===== config.mk =====
export PLATFORM = sky130hd
export DESIGN_NAME = pulse_stretch_mc
export DESIGN_NICKNAME = d
export VERILOG_FILES = /design/src/rtl/pulse_stretch_mc.sv
export SDC_FILE = /design/constraint.sdc
export NUM_CORES = 1
export LEC_CHECK = 0
export CAP_MARGIN = 20
export CORE_ASPECT_RATIO = 1.1
export CORE_MARGIN = 1.5
export CORE_UTILIZATION = 58
export DETAILED_ROUTE_END_ITERATION = 16
export GPL_TIMING_DRIVEN = 0
export PLACE_DENSITY = 0.84
export SLEW_MARGIN = 25
export SYNTH_ARGS = -nofsm -noshare
export SYNTH_HDL_FRONTEND = slang
export SYNTH_SLANG_ARGS = --single-unit

===== constraint.sdc =====
create_clock -name clk -period 3 [get_ports clk]
set_clock_uncertainty 0.15 [all_clocks]
set_input_delay 0.3 -clock clk [delete_from_list [all_inputs] [get_ports clk]]
set_output_delay 0.3 -clock clk [all_outputs]
set_load 0.05 [all_outputs]

===== src/rtl/pulse_stretch_mc.sv =====
// Multi-channel pulse stretcher: each channel runs an IDLE/ACTIVE/HOLDOFF FSM with a
// down-counter, fed by a two-flop edge detector on its (polarity-normalised) input.
module pulse_stretch_mc #(
  parameter int    CH     = 4,
  parameter int    CNT_W  = 8,
  parameter string PHASE  = "POSITIVE",
  parameter string MODE   = "EDGE",
  parameter bit    RETRIG = 1'b1
) (
  input  logic             clk,
  input  logic             rst_n,
  input  logic             en,
  input  logic [CNT_W-1:0] len,
  input  logic [CNT_W-1:0] gap,
  input  logic [CH-1:0]    d,
  input  logic             miss_clr,
  output logic [CH-1:0]    q,
  output logic [CH-1:0]    busy,
  output logic [CH-1:0]    miss,
  output logic [2*CH-1:0]  state_dbg
);

  typedef enum logic [1:0] {
    IDLE    = 2'd0,
    ACTIVE  = 2'd1,
    HOLDOFF = 2'd2
  } state_t;

  localparam bit NEG = (PHASE == "NEGATIVE");
  localparam bit LVL = (MODE == "LEVEL");
  localparam logic [CNT_W-1:0] ONE = CNT_W'(1);

  logic [CH-1:0]    a;
  logic [CH-1:0]    act;
  logic [CNT_W-1:0] len_ld;

  assign a      = NEG ? ~d : d;
  assign len_ld = (len == '0) ? ONE : len;
  assign q      = NEG ? ~act : act;

  for (genvar i = 0; i < CH; i++) begin : g_ch
    state_t           st;
    logic [CNT_W-1:0] cnt;
    logic             s1;
    logic             s2;
    logic             miss_r;
    logic             trig;
    logic             reload;
    logic             drop;

    assign trig   = s1 & ~s2;
    // LEVEL extends while the input is held; EDGE only reloads on a fresh edge.
    assign reload = LVL ? s1 : (RETRIG & trig);
    assign drop   = en & trig &
                    ((st == HOLDOFF) | ((st == ACTIVE) & ~LVL & ~RETRIG));

    always_ff @(posedge clk or negedge rst_n) begin
      if (!rst_n) begin
        st     <= IDLE;
        cnt    <= '0;
        s1     <= 1'b0;
        s2     <= 1'b0;
        miss_r <= 1'b0;
      end else begin
        s1 <= a[i];
        s2 <= s1;
        if (drop) begin
          miss_r <= 1'b1;
        end else if (miss_clr) begin
          miss_r <= 1'b0;
        end
        if (!en) begin
          st  <= IDLE;
          cnt <= '0;
        end else begin
          case (st)
            IDLE: begin
              if (trig) begin
                st  <= ACTIVE;
                cnt <= len_ld;
              end
            end
            ACTIVE: begin
              if (reload) begin
                cnt <= len_ld;
              end else if (cnt == ONE) begin
                if (gap != '0) begin
                  st  <= HOLDOFF;
                  cnt <= gap;
                end else begin
                  st  <= IDLE;
                  cnt <= '0;
                end
              end else begin
                cnt <= cnt - ONE;
              end
            end
            HOLDOFF: begin
              if (cnt == ONE) begin
                st  <= IDLE;
                cnt <= '0;
              end else begin
                cnt <= cnt - ONE;
              end
            end
            default: begin
              st  <= IDLE;
              cnt <= '0;
            end
          endcase
        end
      end
    end

    assign act[i]             = (st == ACTIVE);
    assign busy[i]            = (st != IDLE);
    assign miss[i]            = miss_r;
    assign state_dbg[2*i +: 2] = st;
  end

endmodule


==> flow_results.org <==
** Worst setup path
- STA classifies the critical path startpoint as a register.
- The worst register-to-register path ends at g_ch[1].cnt[2].
- STA puts the critical path data arrival time at roughly 2300 ps.
- Number of cells on the worst reg-to-reg path :: 9
- Worst setup path class :: reg2out
- For the worst setup path, the data required time is around 2600 ps.
- Flop2flop setup slack :: approximately 370 ps
- Crit Path Max Fanout :: 10
- Origin of the critical flop-to-flop path :: g_ch[1].cnt[1]
- Critical Path End Type :: output pin

** STA
- Post-layout minimum cycle time :: 2720 ps
- Setup violations remaining at the end of the flow were counted as 0.
- Setup repair after global routing missed its margin :: false
- Setup total negative slack :: 0 ps
- The number of pins with negative max-slew slack in the final report is 0.
- Measured against its own limit, the worst slew margin works out to 0.513.
- For the pin with the worst max-slew slack, the measured transition is 721 ps.
- Of the available clock period, the critical path in the final layout requires 0.906.
- Hold Fails Final Rpt :: 0
- Minimum setup slack in the final design :: approximately 280 ps
- Derived from the worst setup path, the maximum achievable clock frequency is around 370 MHz.

** Drt
- The count of nets left with antenna violations once routing finished came out at 0.
- Wires add up to ~13000 um.
- The first TritonRoute pass finished after 6 iterations.
- Using the TritonRoute via totals, the vias-per-cell ratio works out to 6.69.
- The detailed router placed 4456 vias in this run.
- Summed over all nets, wire length on met2 after detailed routing comes to approximately 5900 um.
- Signal routing reaches up to met4.
- In the detailed route, the total length drawn on met3 is ~1300 um.
- DRC viols :: 0
- Iteration-0 DRC count of the detailed router :: 476
- Dividing the detail-routed wire length by the instance count gives around 19 um.
- In the final routing, the length of wire on met1 measures a little over 5000 um.

** Clock network
- Root Buffer Master :: clkbuf_8
- Cts hold-fix bufs :: 1
- CTS sink cnt :: 52
- Clk_lat worst skew :: 310 ps
- The number of clock buffers added by TritonCTS is 5.
- Buffer count from post-CTS setup fixing :: 0
- TritonCTS built the clock tree.
- After clock tree synthesis, the clock-pin slew on the worst setup and hold paths is approximately 100 ps.
- The number of gates resized after CTS was 0.
- The clock passes through at most 2 buffers.
- The H-tree generated during clock tree synthesis spans 2 levels.

** Power and ir drop
- In this run the static leakage power is ~1.9 nW.
- VDD sags by at most ~0.28 mV.
- Total power per unit cell area :: about 500 mW/mm^2

** Yosys
- Synth Register Bits :: 52
- Main combinational cell family by area after synthesis :: simple AND/OR/NAND/NOR gates
- Fraction of registers with async set/reset :: 1.00
- The compound-gate portion of the synthesized area is 0.266.
- The netlist uses 64 different library cells.
- Yosys printed 0 warnings.
- Mapped Cells :: around 530
- Most used flip-flop cell after synthesis :: dfrtp_1
- Nets in the synthesized netlist :: about 570
- Of the synthesized area, sequential elements account for 0.320.
- Synthesized-area fraction occupied by adder cells :: 0.0246
- After synthesis, the share of cell area in mux cells is 0.0203.
- Area fraction in and, or, nand and nor cells after synthesis :: 0.278
- After synthesis, the mean cell area works out to between 7 and 8 um^2.
- Number of enable-type register cells in the synthesized netlist :: 0
- Summing every instance area after synthesis gives just over 0.004 mm^2.
- Post-Synth XOR/XNOR Area :: 0.0280

** Floorplanning
- In this run the vertical extent of the chip is between 90 and 100 um.
- In this run the count of I/O pins placed on the die edge is 44.
- The die covers between 0.007 and 0.008 mm^2.
- Std-Cell Core Area :: around 0.0067 mm^2
- Starting density of the core :: 0.610
- The initialized floorplan defines 31 standard-cell rows.
- Die span in x :: about 83 um

** Worst hold path
- Hold Path Sink :: g_ch[1].s2
- The tightest min-delay check is of the reg2reg type.
- The worst hold path begins at g_ch[1].s1.
- The worst hold path was traced through 0 stages.

** Placement
- Port Buffers :: around 40
- HPWL Detailed :: 8870 um
- Placement Setup Slack :: ~170 ps
- Count of placed standard cells including taps :: 657
- Global placement routability congestion :: 0.985

** Global route
- Pin count of the biggest net entering global routing :: 53
- The first global-routing pass estimated about 21000 um of wire.
- Via count of the first global-routing pass :: 4269
- GR Util All Layers :: 0.342
- GRT overflow :: 0
- The number of antenna violations at the first check in global routing came to 0.

** Layout
- Storage element area :: 0.00130 mm^2
- Fill cells :: between 500 and 600
- Area taken by multi-input logic gates :: between 0.002 and 0.003 mm^2
- Of the cells placed in the final design, the portion with a size suffix greater than 1 is 0.0428.
- Final standard cell count with taps included and fillers excluded :: between 600 and 700
- Layout net count :: approximately 600
- Area overhead of the layout relative to synthesis :: 15.1%
- Antenna Cells :: 0

** Outcome
- The run finished with clean final reports.

** Flow run
- Max-cap violations in this run came to 0.
-- per-stage QoR --
stage	cell area [um^2]	power, mW	utilization	hold slack, ps
global route	4680	2.51	0.701	247
floorplan	4070	1.63	-	-146
detailed placement	4580	1.91	0.686	233
finish	4680	2.37	0.701	254
global placement	4580	1.88	0.686	223
CTS	4680	2.35	0.701	254
-- cells by family after synthesis --
kind of cell / Yosys count
AO/OA/AOI/OAI: 163
XOR/XNOR: 13
multiplexers: 8
AND/OR/NAND/NOR: 230
flip-flops: 52
buffers and inverters: 60
adder cells (fa/ha/maj): 8
-- cells in the final DEF, fill, tap and decap left out, types with 14 or more instances in the layout --
cell type / Yosys / final
nand3_1: 18 / 18
nor3_1: 24 / 24
o21ai_0: 28 / 28
a21oi_1: 47 / 47
dfrtp_1: 52 / 52
nor2_1: 52 / 52
nand2_1: 66 / 66
inv_1: 23 / 23
clkdlybuf4s50_1: 0 / 40
nand2b_1: 14 / 14
clkbuf_1: 28 / 28
-- area by class of cell --
class                   instances  share of cell area
clock buffers                   6              0.0176
multi-input cells             422               0.536
well taps                      82              0.0219
repair buffers                 42              0.0893
inverters                      23              0.0184
flip-flops and latches         52               0.278
clock inverters                 2             0.00214
plain buffers                  37              0.0364
-- worst max-delay path, cell delays in order (launching register included) --
cell             delay [ps]
dfrtp_1                 350
clkbuf_1                330
clkbuf_1                450
nor2_1                  110
clkdlybuf4s50_1         720
-- how the worst max path moves through the flow --
stage | startpoint | end | cells past startpoint
4_1_cts | g_ch[3].st[1] | q[3] | 4
2_1_floorplan | g_ch[1].st[0] | g_ch[1].cnt[3] | 5
6_report | g_ch[3].st[1] | q[3] | 4
5_1_grt | g_ch[3].st[1] | q[3] | 4
3_3_place_gp | rst_n | g_ch[0].cnt[7] | 1
3_5_place_dp | en | g_ch[0].cnt[7] | 7
-- synthesized netlist by cell type (3+ instances only) --
cell type / number / area share
nand4_1: 4 / 0.0062
a31oi_1: 13 / 0.020
o21bai_1: 3 / 0.0055
nand2b_1: 14 / 0.022
nand2_1: 66 / 0.061
inv_1: 23 / 0.021
nor3_1: 24 / 0.030
or3_1: 7 / 0.011
a221oi_1: 3 / 0.0065
or4_1: 3 / 0.0055
clkbuf_1: 28 / 0.026
nor2b_1: 13 / 0.020
dfrtp_1: 52 / 0.32
buf_4: 4 / 0.0074
nand3_1: 18 / 0.022
a221o_1: 3 / 0.0074
o22ai_1: 4 / 0.0062
o31ai_1: 3 / 0.0055
o21ai_0: 28 / 0.034
a2bb2oi_1: 3 / 0.0065
nor2_1: 52 / 0.048
and3_1: 3 / 0.0046
o32ai_1: 3 / 0.0065
xnor2_1: 6 / 0.013
o41ai_1: 3 / 0.0065
o2111ai_1: 3 / 0.0065
o211ai_1: 10 / 0.018
a211oi_1: 7 / 0.013
nor3b_1: 5 / 0.0092
a21oi_1: 47 / 0.058
a21boi_0: 3 / 0.0055
nor4_1: 9 / 0.014
ha_1: 8 / 0.025
a211o_1: 6 / 0.013
mux2i_1: 6 / 0.015
xor2_1: 7 / 0.015
-- metal layers --
layer | GRT usage | up-vias
met2 | 0.543 | 292
met1 | 0.463 | 2072
li1 | - | 2047
met5 | 0 | -
met4 | 0.161 | 0
met3 | 0.0411 | 45
-- state kept, by name, indices dropped and copies added, names as in the netlist --
| signal | count |
|---|---|
| g_ch.cnt | 32 |
| g_ch.miss_r | 4 |
| g_ch.s2 | 4 |
| g_ch.s1 | 4 |
| g_ch.st | 8 |
-- where the power goes --
group          switching, mW  internal, mW  leakage [nW]
clock network          0.256         0.185        0.0510
logic                  0.642         0.413          1.21
registers              0.102         0.773         0.685
No activity file was read; power rests on OpenSTA's default activity.
